File: src/rtl/seq_mult_unit.sv
// Sequential shift-add multiplier with valid/ready handshakes, per-operation
// signed/unsigned mode and optional early exit once the multiplier is exhausted.
module seq_mult_unit #(
  parameter int WIDTH     = 8,
  parameter bit EARLY_OUT = 1'b1
) (
  input  logic               clk,
  input  logic               rst,
  input  logic               in_valid,
  output logic               in_ready,
  input  logic               in_signed,
  input  logic [WIDTH-1:0]   md,
  input  logic [WIDTH-1:0]   mr,
  output logic               out_valid,
  input  logic               out_ready,
  output logic [2*WIDTH-1:0] product,
  output logic               busy
);

  localparam int PW = 2 * WIDTH;
  localparam int CW = $clog2(WIDTH + 1);

  typedef enum logic [1:0] {IDLE, CALC, SIGN, DONE} state_t;

  state_t          state, state_nxt;
  logic [PW-1:0]   mag_md;
  logic [WIDTH-1:0] mag_mr;
  logic [PW-1:0]   acc;
  logic [CW-1:0]   cnt;
  logic            neg;
  logic [PW-1:0]   product_r;

  logic             accept;
  logic [WIDTH-1:0] mr_shift;
  logic             last_calc;

  // Magnitude of an operand; -2^(W-1) maps to 2^(W-1), which still fits unsigned.
  function automatic logic [WIDTH-1:0] op_mag(input logic [WIDTH-1:0] v,
                                              input logic sgn);
    logic [WIDTH-1:0] m;
    m = v;
    if (sgn && v[WIDTH-1])
      m = WIDTH'(0) - v;
    return m;
  endfunction

  // Two's-complement negate over the full product width; zero stays zero.
  function automatic logic [PW-1:0] prod_neg(input logic [PW-1:0] v);
    return PW'(0) - v;
  endfunction

  assign accept    = in_valid && (state == IDLE);
  assign mr_shift  = mag_mr >> 1;
  assign last_calc = (cnt == CW'(WIDTH - 1)) || (EARLY_OUT && (mr_shift == '0));

  always_ff @(posedge clk) begin
    if (rst)
      state <= IDLE;
    else
      state <= state_nxt;
  end

  always_comb begin
    state_nxt = state;
    case (state)
      IDLE: if (accept) state_nxt = CALC;
      CALC: if (last_calc) state_nxt = SIGN;
      SIGN: state_nxt = DONE;
      DONE: if (out_ready) state_nxt = IDLE;
      default: state_nxt = IDLE;
    endcase
  end

  assign in_ready  = (state == IDLE);
  assign out_valid = (state == DONE);
  assign busy      = (state != IDLE);
  assign product   = product_r;

  always_ff @(posedge clk) begin
    if (rst) begin
      mag_md    <= '0;
      mag_mr    <= '0;
      acc       <= '0;
      cnt       <= '0;
      neg       <= 1'b0;
      product_r <= '0;
    end else begin
      case (state)
        // Operand capture: magnitudes plus the sign of the result.
        IDLE: begin
          if (accept) begin
            mag_md <= {{WIDTH{1'b0}}, op_mag(md, in_signed)};
            mag_mr <= op_mag(mr, in_signed);
            neg    <= in_signed & (md[WIDTH-1] ^ mr[WIDTH-1]);
            acc    <= '0;
            cnt    <= '0;
          end
        end
        // One partial product per cycle; the 2W-bit accumulator cannot overflow.
        CALC: begin
          if (mag_mr[0])
            acc <= acc + mag_md;
          mag_md <= mag_md << 1;
          mag_mr <= mr_shift;
          cnt    <= cnt + CW'(1);
        end
        // Sign fix-up on the magnitude product.
        SIGN: begin
          product_r <= neg ? prod_neg(acc) : acc;
        end
        default: ;
      endcase
    end
  end

endmodule

File: config.mk
export PLATFORM = sky130hd
export DESIGN_NAME = seq_mult_unit
export DESIGN_NICKNAME = d
export VERILOG_FILES = /design/src/rtl/seq_mult_unit.sv
export SDC_FILE = /design/constraint.sdc
export NUM_CORES = 1
export LEC_CHECK = 0
export BUFFER_PORTS_ARGS = -buffer_cell sky130_fd_sc_hd__buf_2
export CAP_MARGIN = 20
export CORE_ASPECT_RATIO = 0.75
export CORE_MARGIN = 2
export CORE_UTILIZATION = 50
export CTS_CLUSTER_SIZE = 25
export DETAILED_ROUTE_END_ITERATION = 10
export GPL_TIMING_DRIVEN = 0
export PLACE_DENSITY_LB_ADDON = 0.1
export SYNTH_ARGS = -nofsm -noshare
export SYNTH_HDL_FRONTEND = slang
export SYNTH_SLANG_ARGS = --single-unit
File: constraint.sdc
create_clock -name clk -period 5.25 [get_ports clk]
set_input_delay 0.2625 -clock clk [delete_from_list [all_inputs] [get_ports clk]]
set_output_delay 0.2625 -clock clk [all_outputs]
set_load 0.005 [all_outputs]
# Word-level counts from Yosys, hierarchy flattened
# Index checks and enable logic that the tools add are counted.
word_totals:
  regBits: 63
  output_inout_bits: 19
  wordCells: 50
op_classes:
  bitwise: 2
  n_mux: 16
  addsub: 5
  n_eq_ne: 8
  reduce_logical: 12
ops:
  columns: ["operator", "count"]
  rows:
  - ["2-to-1 mux 16 bit", 4]
  - ["case mux 16 bit (2 select lines)", 2]
  - ["2-to-1 mux 8 bit", 3]
  - ["adder 16 bit", 1]
  - ["case mux 8 bit (2 select lines)", 1]
  - ["subtractor 1 x 16 -> 16 bit (first input constant)", 1]
  - ["subtractor 1 x 8 -> 8 bit (first input constant)", 2]
  - ["zero test 8 bit", 1]
  - ["case mux 2 bit (4 select lines)", 1]
  - ["case mux 4 bit (2 select lines)", 1]
  - ["2-to-1 mux 2 bit", 3]
  - ["AND reduction 3 bit", 2]
  - ["adder 4 x 1 -> 4 bit (second input constant)", 1]
  - ["equality test 2 bit (second input constant)", 2]
  - ["equality test 4 x 3 -> 1 bit (second input constant)", 1]
  - ["2-to-1 mux 4 bit", 1]
  - ["!= test 2 x 1 -> 1 bit (second input constant)", 2]
  - ["!= test 2 bit (second input constant)", 2]
  - ["AND reduction 2 bit", 2]
  - ["nonzero test 2 bit", 2]
  - ["logical AND 1 bit", 3]
  - ["equality test 2 x 1 -> 1 bit (second input constant)", 1]
  - ["zero test 2 bit", 1]
  - ["bitwise AND 1 bit", 1]
  - ["2 further kinds", 2]

# Longest topological paths before layout
# Gate-level depths: netlist of run 1.
depth:
  depth_word: 4
  mapped_depth: 9
  mapped_depth_nobuf: 9

# Least setup slack after synthesis of run 1
# Ideal clock, no wire load.
synth_timing:
  path_type: "flip-flop to flip-flop"
  start: "register acc[0]"
  end: "register acc[14]"
  period_less_slack_ns: 2.163
  t_required_ns: 5.123
  setup_ns: 0.127
  arrival_ns: 2.036
  slack_ns: 3.087
  stages_incl_launch_ff: 10
  path_cell_list: "dfxtp_1 -> ha_1 -> inv_1 -> fa_1 -> nor2b_1 -> o211ai_1 -> a31o_2 -> o311ai_0 -> xnor2_1 -> o21ai_0"
synth_between:
  elab_chain_len: 3
synth_lines:
  columns: ["element", "line_no", "text"]
  rows:
  - ["start, declared", "28", "logic [PW-1:0] acc;"]
  - ["start signal, assigned", "102", "acc <= acc + mag_md;"]
  - ["adder 16 bit", "102", null]
  - ["2-to-1 mux 16 bit", "101", "if (mag_mr[0])"]
  - ["case mux 16 bit (2 select lines)", "88", "case (state)"]
# Every way passes these cells. The select of a mux whose other input is x is not followed.
# A chain may end at the register's enable or synchronous reset.

# Worst setup path after layout of run 1
layout_timing:
  start: "register state[1]"
  end: "register mag_mr[5]"
layout_between:
  elab_chain_len: 4
  word_cells_on_any_way: 7
  classes_between: "2 x eq/ne; 1 x mux; 4 x reduce/logical"
layout_lines:
  columns: ["element", "line_no", "text"]
  rows:
  - ["start, declared", "25", "state_t state, state_nxt;"]
  - ["start signal, assigned", "60", "state <= state_nxt;"]
  - ["zero test 2 bit", "52, 88", null]
  - ["logical AND 1 bit", "52", "assign accept = in_valid && (state == IDLE);"]
  - ["!= test 2 x 1 -> 1 bit (no source line)", null, null]
  - ["AND reduction 2 bit (no source line)", null, null]
  - ["end signal, assigned", "93", "mag_mr <= op_mag(mr, in_signed);"]
  - ["end signal, assigned", "104", "mag_mr <= mr_shift;"]
  - ["end, declared", "27", "logic [WIDTH-1:0] mag_mr;"]
# Parallel ways exist; a longest one is shown, timed or not.

==> results of run 1 <==
==> cell families (layout without fill, tap and decap cells) <==
family | Yosys count | after routing | synth area share (%)
AND/OR/NAND/NOR | 148 | 148 | 17.7
flip-flops | 63 | 63 | 33.9
XOR/XNOR | 38 | 38 | 8.96
AO/OA/AOI/OAI | 130 | 130 | 22.7
adder cells (fa/ha/maj) | 24 | 24 | 8.28
buffers and inverters | 42 | 96 | 5.45
multiplexers | 11 | 11 | 2.96
==> layer usage <==
metal  vias to the layer above  global-route usage (%)
met5                         -                       0
met4                         0                    6.76
met3                        13                    6.73
met2                        97                    33.9
met1                      1575                    35.0
li1                       1734                       -
==> critical path, stage by stage, from the launching register on <==
cell and delay, ps:
dfxtp_1 340, inv_1 80, ha_1 180, buf_2 220, clkinv_1 280, o21ai_1 590, clkbuf_1 440, o211ai_1 170
a21oi_1 160
==> layout make-up <==
| cell class | instances | area [um^2] | area share, % |
|---|---|---|---|
| multi-input cells | 351 | 2250 | 53.1 |
| repair buffers | 38 | 190 | 4.49 |
| well taps | 101 | 126 | 2.98 |
| inverters | 22 | 82.6 | 1.95 |
| clock buffers | 10 | 138 | 3.25 |
| plain buffers | 20 | 120 | 2.83 |
| clock inverters | 6 | 68.8 | 1.62 |
| flip-flops and latches | 63 | 1260 | 29.8 |
==> through the flow <==
stage / cells / util (%) / worst slack [ps] / hold slack, ps / total power (uW)
6_report: 611 / 58.4 / 2710 / 147 / 1740
5_1_grt: 611 / 58.4 / 2410 / 140 / 1870
4_1_cts: 611 / 58.4 / 2760 / 135 / 1740
3_5_place_dp: 595 / 55.5 / 2770 / 465 / 1300
3_3_place_gp: 595 / 55.5 / 2750 / 459 / 1290
2_1_floorplan: 456 / - / 3090 / 411 / 1110
==> worst paths after layout <==
check	start	to	slack, ps	cells after the start
hold reg to reg	mag_mr[1]	mag_mr[1]	480	2
hold / removal	rst	cnt[2]	150	2
setup / recovery	state[1]	mag_mr[5]	2710	8
setup reg to reg	state[1]	mag_mr[5]	2710	8
==> power by group through the flow <==
| stage | clock [uW] | sequential [uW] | combinational, uW |
|---|---|---|---|
| floorplan | 0 | 626 | 481 |
| global placement | 0 | 641 | 652 |
| detailed placement | 0 | 643 | 660 |
| CTS | 446 | 632 | 664 |
| global route | 466 | 645 | 756 |
| finish | 438 | 633 | 671 |
==> registers in the layout, summed over array words and instances (netlist names) <==
signal	cells
acc	16
cnt	4
mag_md	16
mag_mr	8
neg	1
product	16
state	2
==> placed cells by master (no fill, tap or decap), drive strengths merged, types with 2 or more instances in the layout <==
cell,instances
clkbuf,25
ha,23
a31oi,4
o211ai,12
a21oi,33
o31ai,7
xor2,19
a32oi,4
nor4,2
nand4,4
mux2i,11
a22oi,10
nand2,60
a211oi,15
a31o,3
buf,43
a21boi,2
o21bai,2
xnor2,19
nor2b,3
o21a,3
o21ai,27
or2,2
or3,4
dfxtp,63
nor3,8
nand3,6
or4,6
and3,2
inv,22
clkinv,4
nor2,47
==> results.py, run 1 <==
metrics = {
    "drt": {
        "vias": 3419,
        "met2_length_um": 3620,
        "wl_per_cell_um": 15.1,
        "dr.pass1.iters": 5,
        "drt.antenna.violating_nets": 0,
        "drc": 0,
        "drt-vias-per-instance": 5.60,
        "wirelength_um": 9200,
        "dr.max_layer_used": "met4",
        "wl_met3_um": 655,
        "met1Wirelength_um": 4800,
        "drtIter0Drc": 213,
    },
    "global_route": {
        "grt-ovfl-total": 0,
        "grt_max_degree": 13,
        "antenna_found_initial": 0,
        "grt_pass1_wl_um": 15500,
        "grt_pass1_vias": 3168,
        "track_usage_pct": 23.9,
    },
    "synth": {
        "synthArstFlopShare_pct": 0,
        "synth_top_area_share_pct": 33.9,
        "yosys.cell_types.count": 52,
        "synth_warnings": 0,
        "synth-edff-count": 0,
        "ys_seq_elements": 63,
        "synth.yosys.seq_area_share_pct": 33.9,
        "syn_nets": 501,
        "synth_ff_type": "dfxtp_1",
        "synthTopCellsByCount": "63 x dfxtp_1, 60 x nand2_1, 47 x nor2_1",
        "syn_area_um2": 3720,
        "yosys.area.top_type": "dfxtp_1",
        "syn_inst": 456,
        "synth_area_leaders": "dfxtp_1 34%, ha_1 7.7%, nand2_1 6.1%, nor2_1 4.7%, xnor2_1 4.5%",
        "yosysMostFrequentCell": "dfxtp_1",
        "synth.avg_cell_area_um2": 8.15,
    },
    "power_and_ir_drop": {
        "switching_power_uw": 693,
        "swShare_pct": 39.8,
        "comb_power_share_pct": 38.5,
        "pwr-share-clk_pct": 25.1,
        "power.density_nw_per_um2": 411,
        "peakVddDrop_uv": 201,
        "pwr-share-seq_pct": 36.4,
        "leakage_uw": 0.00178,
        "p_int_uw": 1050,
    },
    "timing": {
        "drv_slew": 0,
        "period_minus_slack_ps": 2540,
        "setup_violations": 0,
        "hold_violations": 0,
        "fmaxAchievable_mhz": 394,
        "fin_crit_sh_pct": 48.4,
        "worst_slew_pin_slew_ps": 758,
        "finalClockSkew_ps": 8.77,
        "rsz0062_at_grt": "no",
        "timing.setup.tns_ps": 0,
        "max-slew-margin-rel_pct": 49.5,
    },
    "placed_design": {
        "dpl.hpwl_um": 7190,
        "io_buffers": 38,
        "gp_congestion": 0.891,
        "place_area_um2": 4030,
    },
    "floorplanning": {
        "pin_count": 40,
        "fp.dieH_um": 78.7,
        "die_w_um": 104,
        "coreArea_um2": 7260,
        "rows": 27,
        "die_area_um2": 8140,
        "initial_core_util_pct": 51.2,
    },
    "cts": {
        "cts_setup_buffers": 0,
        "cts_tree": "built",
        "cts_buffer_depth": 2,
        "clk_pin_slew_worst_paths_ps": 80,
        "cts-hold-fix-buffers": 0,
        "cts_root_buf": "clkbuf_8",
        "numCtsBuffers": 9,
        "h-tree-depth": 3,
        "cts_resized": 0,
        "clk-insertion-delay-late_ps": 340,
        "cts.sinks": 63,
    },
    "run_status": {
        "status": "completed",
    },
    "cells_and_area": {
        "final_nets": 550,
        "stdcell_area_um2": 4240,
        "diodes": 0,
        "fill_cells": 695,
        "drive_gt1_share_pct": 13.5,
        "synthToLayoutAreaGrowth_pct": 14.1,
    },
    "hold_path": {
        "min-delay-path-class": "input port to flop",
    },
    "worst_setup_path": {
        "crit_fanout": 10,
        "cp.required_ps": 5530,
        "critical_path_arrival_ps": 2820,
        "crit_path_end_kind": "flop",
        "cp-start-kind": "flop",
        "critPathKind": "flop to flop",
    },
    "flow_run": {
        "max_cap_viol_count": 0,
    },
}
(Power assumes the default switching activity.)
==> run 2: changes to the inputs <==
- clock period: 5.25 -> 2 ns (I/O delays scaled with it)
==> run 2 against run 1 <==
- the run now ends with setup timing left
- worst hold slack got worse by 110 ps
- largest cell class unchanged
- first-iteration DRC count grew 8.0%
- clock power rose by 130%
==> results.py, run 2 (synthesized netlist as in run 1, its figures left out) <==
metrics = {
    "timing": {
        "fin_crit_sh_pct": 106,
        "rsz0062_at_grt": "yes",
        "finalClockSkew_ps": 9.01,
        "fmaxAchievable_mhz": 471,
        "hold_violations": 0,
        "drv_slew": 0,
        "worst_slack_ps": -121,
        "timing.setup.tns_ps": -686,
        "max-slew-margin-rel_pct": 56.3,
        "hold_ws_ps": 34.9,
        "worst_slew_pin_slew_ps": 655,
        "setup_violations": 11,
        "period_minus_slack_ps": 2120,
    },
    "drt": {
        "drt.antenna.violating_nets": 0,
        "drc": 0,
        "dr.pass1.iters": 5,
        "wl_per_cell_um": 15.2,
        "drtIter0Drc": 230,
        "vias": 3507,
        "wirelength_um": 9500,
        "drt-vias-per-instance": 5.60,
    },
    "worst_setup_path": {
        "cp_slowest_cell": "or3b_4",
        "crit_fanout": 4,
        "critical_path_arrival_ps": 2340,
        "critPathKind": "flop to flop",
        "cp-start-kind": "flop",
        "cp_top_family": "simple AND/OR/NAND/NOR gates",
        "cp_slowest_stage_delay_ps": 400,
        "worst_path_most_repeated_cell": "buf_4",
        "crit_path_end_kind": "flop",
        "critPathBufInv": 4,
        "crit_chain": "buf_4 -> buf_6 -> inv_4 -> ha_4 -> or3b_4 -> o31ai_4 -> buf_4 -> nand2_1 -> xor2_1 -> mux2i_1 -> nor2_1",
        "cp.required_ps": 2220,
    },
    "cts": {
        "h-tree-depth": 3,
        "cts_buffer_depth": 2,
        "clk_pin_slew_worst_paths_ps": 80,
        "clk-insertion-delay-late_ps": 350,
        "numCtsBuffers": 9,
        "cts_tree": "built",
        "cts_root_buf": "clkbuf_8",
        "cts.sinks": 63,
    },
    "placed_design": {
        "dpl.hpwl_um": 7010,
        "gp_congestion": 0.873,
        "io_buffers": 38,
        "dp_cells": 595,
        "place_area_um2": 4060,
    },
    "floorplanning": {
        "pin_count": 40,
        "die_area_um2": 8140,
        "coreArea_um2": 7260,
        "rows": 27,
        "initial_core_util_pct": 51.2,
        "die_w_um": 104,
        "fp.dieH_um": 78.7,
    },
    "cells_and_area": {
        "synthToLayoutAreaGrowth_pct": 23.3,
        "drive_gt1_share_pct": 25.1,
        "diodes": 0,
        "mostFrequentLayoutCells": "59 x nand2_1, 53 x dfxtp_1, 47 x nor2_1",
        "final_nets": 565,
        "final_cells": 626,
        "layout_commonest_cell": "nand2_1",
        "stdcell_area_um2": 4580,
    },
    "hold_path": {
        "min-delay-path-class": "input port to flop",
    },
    "run_status": {
        "status": "complete, but fails checks",
        "violations": "setup timing",
    },
    "power_and_ir_drop": {
        "pwr-share-clk_pct": 21.0,
        "p_int_uw": 2770,
        "pwr-share-seq_pct": 35.2,
        "peakVddDrop_uv": 583,
        "leakage_uw": 0.00193,
        "switching_power_uw": 1970,
        "power.density_nw_per_um2": 1040,
        "swShare_pct": 41.6,
        "power_uw": 4750,
        "comb_power_share_pct": 43.8,
    },
    "global_route": {
        "track_usage_pct": 23.8,
        "grt_pass1_vias": 3063,
        "antenna_found_initial": 0,
        "grt-ovfl-total": 0,
        "grt_pass1_wl_um": 15400,
        "grt_max_degree": 13,
    },
    "flow_run": {
        "max_cap_viol_count": 0,
    },
}
-- run 2: power by group through the flow --
| stage | registers [uW] | clock network [uW] | logic [uW] |
|---|---|---|---|
| 3_3_place_gp | 1680 | 0 | 1740 |
| 6_report | 1670 | 997 | 2080 |
| 3_5_place_dp | 1680 | 0 | 1770 |
| 2_1_floorplan | 1640 | 0 | 1270 |
| 5_1_grt | 1700 | 1070 | 2310 |
| 4_1_cts | 1670 | 1020 | 1890 |
-- run 2: final timing paths --
kind,start,to,slack (ps),cells past startpoint
worst min-delay path,md[0],mag_md[0],30,3
worst max register to register,acc[0],product[8],-120,11
worst max-delay path,acc[0],product[8],-120,11
worst min register to register,mag_mr[4],mag_mr[4],470,2
-- run 2: worst register-to-register path: stages (launching register included) --
cell and delay, ps:
dfxtp_4 370, buf_4 140, buf_6 110, inv_4 50, ha_4 120, or3b_4 400
o31ai_4 260, buf_4 170, nand2_1 50, xor2_1 140, mux2i_1 130, nor2_1 50
-- run 2: final cells by class --
cell class              count  area [um^2]
fillers                   633         2680
clock buffers               9          124
well taps                 101          126
clock inverters             7         48.8
multi-input cells         351         2460
inverters                  22         87.6
plain buffers              18          128
repair buffers             55          324
flip-flops and latches     63         1280
-- run 2: what timing repair did --
item                       in CTS  in global routing
setup endpoints to repair      41                 43
pin swaps                       9                 11
hold endpoints to repair        3                  0
buffers inserted                6                 10
hold buffers                    1                  0
gates resized for setup        38                 35
-- run 2: routing by layer --
metal  up-vias  track usage [%]  routed length [um]
met4         0             7.43                 131
li1       1768                -                   -
met1      1632             35.0                5060
met2        92             33.6                3790
met3        15             6.56                 520
met5         -                0                   0
-- run 2: per-stage QoR --
stage	util (%)	setup slack, ps
5_1_grt	63.1	-205
4_1_cts	60.6	-125
3_3_place_gp	55.9	-442
2_1_floorplan	-	-85.3
6_report	63.1	-121
3_5_place_dp	55.9	-454
==> run 3: changes to the inputs <==
--- a/config.mk
+++ b/config.mk
@@ -8,7 +8,9 @@
 export BUFFER_PORTS_ARGS = -buffer_cell sky130_fd_sc_hd__buf_2
 export CAP_MARGIN = 20
+export CELL_PAD_IN_SITES_DETAIL_PLACEMENT = 0
+export CELL_PAD_IN_SITES_GLOBAL_PLACEMENT = 1
 export CORE_ASPECT_RATIO = 0.75
 export CORE_MARGIN = 2
-export CORE_UTILIZATION = 50
+export CORE_UTILIZATION = 40
 export CTS_CLUSTER_SIZE = 25
 export DETAILED_ROUTE_END_ITERATION = 10
==> constraint.sdc (replaced) <==
create_clock -name clk -period 2 [get_ports clk]
set_input_delay 0.2 -clock clk [delete_from_list [all_inputs] [get_ports clk]]
set_output_delay 0.2 -clock clk [all_outputs]
set_load 0.005 [all_outputs]
==> run 3 against run 2 <==
- the flow still finishes with violations (setup timing)
- flip-flop and latch count unchanged
- register-to-register slack got worse by 70 ps
- first-iteration DRC count increased by 5.7%
- clock power increased by 71%
- worst hold slack improved by 72 ps
- non-clock buffer count decreased by 7
- wire length increased by 6.6%
- clock-buffer cell count increased by 4
- sequential power about the same
- critical path type unchanged
- critical endpoint is now product[13]
- largest cell class unchanged
==> results.py, run 3 (synthesized netlist as in run 1, its figures left out) <==
metrics = {
    "run_status": {
        "status": "complete, but fails checks",
        "violations": "setup timing",
    },
    "worst_setup_path": {
        "cp-start-kind": "flop",
        "timing.rr.start": "acc[0]",
        "r2r_cells": 6,
        "critPathKind": "flop to flop",
        "cp.required_ps": 2200,
        "crit_fanout": 4,
        "critical_path_arrival_ps": 2390,
        "r2r_slack_ps": -190,
        "crit_path_start": "acc[0]",
        "r2r-end": "product[13]",
        "crit_end": "product[13]",
        "crit_path_end_kind": "flop",
    },
    "timing": {
        "fin_crit_sh_pct": 110,
        "max-slew-margin-rel_pct": 56.8,
        "fmaxAchievable_mhz": 456,
        "rsz0062_at_grt": "yes",
        "hold_ws_ps": 107,
        "hold_violations": 0,
        "setup_violations": 4,
        "worst_slew_pin_slew_ps": 647,
        "period_minus_slack_ps": 2190,
        "finalClockSkew_ps": 7.70,
        "drv_slew": 0,
        "worst_slack_ps": -192,
    },
    "drt": {
        "vias": 3430,
        "drt.antenna.violating_nets": 0,
        "wirelength_um": 10100,
        "drtIter0Drc": 243,
        "drt-vias-per-instance": 5.31,
        "wl_per_cell_um": 15.7,
        "dr.pass1.iters": 4,
        "drc": 0,
    },
    "cts": {
        "h-tree-depth": 3,
        "cts_root_buf": "clkbuf_16",
        "cts_tree": "built",
        "cts.sinks": 63,
        "clk_pin_slew_worst_paths_ps": 50,
        "numCtsBuffers": 9,
        "clk-insertion-delay-late_ps": 330,
        "cts_buffer_depth": 2,
        "cts-hold-fix-buffers": 0,
    },
    "global_route": {
        "grt-ovfl-total": 0,
        "grt_pass1_vias": 3130,
        "track_usage_pct": 21.0,
        "groute.layer.met1.usage_pct": 31.7,
        "grt.met3_usage_pct": 4.87,
        "grt_pass1_wl_um": 16200,
        "use_met2_pct": 29.5,
        "busiest_layer": "met1",
        "antenna_found_initial": 0,
        "grt_max_degree": 11,
    },
    "flow_run": {
        "max_cap_viol_count": 0,
    },
    "floorplanning": {
        "die_w_um": 115,
        "fp.dieH_um": 87.5,
        "pin_count": 40,
        "rows": 30,
        "initial_core_util_pct": 41.1,
        "die_area_um2": 10100,
        "coreArea_um2": 9050,
    },
    "power_and_ir_drop": {
        "leakage_uw": 0.00198,
        "power.density_nw_per_um2": 1160,
        "peakVddDrop_uv": 452,
        "power_uw": 5550,
    },
    "cells_and_area": {
        "synthToLayoutAreaGrowth_pct": 28.7,
        "final_nets": 558,
        "drive_gt1_share_pct": 25.1,
        "final_cells": 646,
        "diodes": 0,
        "layout_commonest_cell": "nand2_1",
        "fill_cells": 865,
        "mostFrequentLayoutCells": "58 x nand2_1, 51 x dfxtp_1, 47 x nor2_1",
    },
    "placed_design": {
        "dpl.hpwl_um": 7550,
        "gp_congestion": 0.954,
        "dp_cells": 622,
        "io_buffers": 38,
    },
    "hold_path": {
        "min-delay-path-class": "input port to flop",
    },
}
run 3: cell count changes in the layout (fill, tap and decap cells not counted), moves of 3 or more:
cell,before,now
ha_4,4,7
clkbuf_1,6,9
clkinvlp_4,4,0
ha_1,17,14
clkbuf_16,0,9
clkbuf_8,11,4
dfxtp_2,8,11
buf_4,16,8
run 3: how the worst min path moves through the flow:
stage | startpoint | to | slack (ps) | cells past startpoint
6_report | rst | mag_md[1] | 110 | 2
5_1_grt | rst | cnt[2] | 110 | 2
3_5_place_dp | rst | mag_md[1] | 440 | 2
3_3_place_gp | rst | mag_md[1] | 450 | 2
2_1_floorplan | md[0] | mag_md[0] | 350 | 2
4_1_cts | rst | mag_md[1] | 100 | 2
run 3: power breakdown:
part           switching, uW  internal [uW]  leakage [uW]  total, uW
logic                   1270            887       0.00131       2160
registers                208           1490      0.000518       1700
clock network            542           1160      0.000160       1700
total                   2020           3530       0.00198       5550
run 3: layer usage:
| layer | routed length, um | vias up | part of all wire, % |
|---|---|---|---|
| met5 | 0 | - | 0 |
| met4 | 111 | 0 | 1.1 |
| met3 | 352 | 10 | 3.5 |
| met2 | 4090 | 48 | 40 |
| met1 | 5570 | 1621 | 55 |
| li1 | - | 1751 | - |
run 3: layout make-up:
type | count | area (um^2) | share of cell area (%)
multi-input combinational | 351 | 2530 | 52.9
sequential | 63 | 1280 | 26.7
timing repair buffer | 47 | 270 | 5.65
clock buffer | 13 | 260 | 5.44
tap | 128 | 160 | 3.35
buffer | 19 | 131 | 2.75
inverter | 22 | 86.3 | 1.81
clock inverter | 3 | 65.1 | 1.36
run 3: critical path, stage by stage, from the launching register on:
cell      delay [ps]
dfxtp_4          360
or2_1            240
or4_4            430
or4_4            480
o31ai_4          240
xor2_1           220
a211oi_1         100
run 3: metrics by stage:
step	instance area [um^2]	setup TNS, ps	worst slack [ps]	utilization (%)
2_1_floorplan	3740	-105	-85.3	-
3_3_place_gp	4090	-9640	-561	45.3
3_5_place_dp	4090	-10160	-541	45.3
4_1_cts	4580	-484	-175	50.7
5_1_grt	4780	-1120	-214	52.8
6_report	4780	-458	-192	52.8
run 3: timing repair:
item                                    in CTS  in global routing
resized for setup                           43                 35
endpoints found under the setup margin      46                 41
pin swaps                                    2                 11
buffers inserted                             4                  5
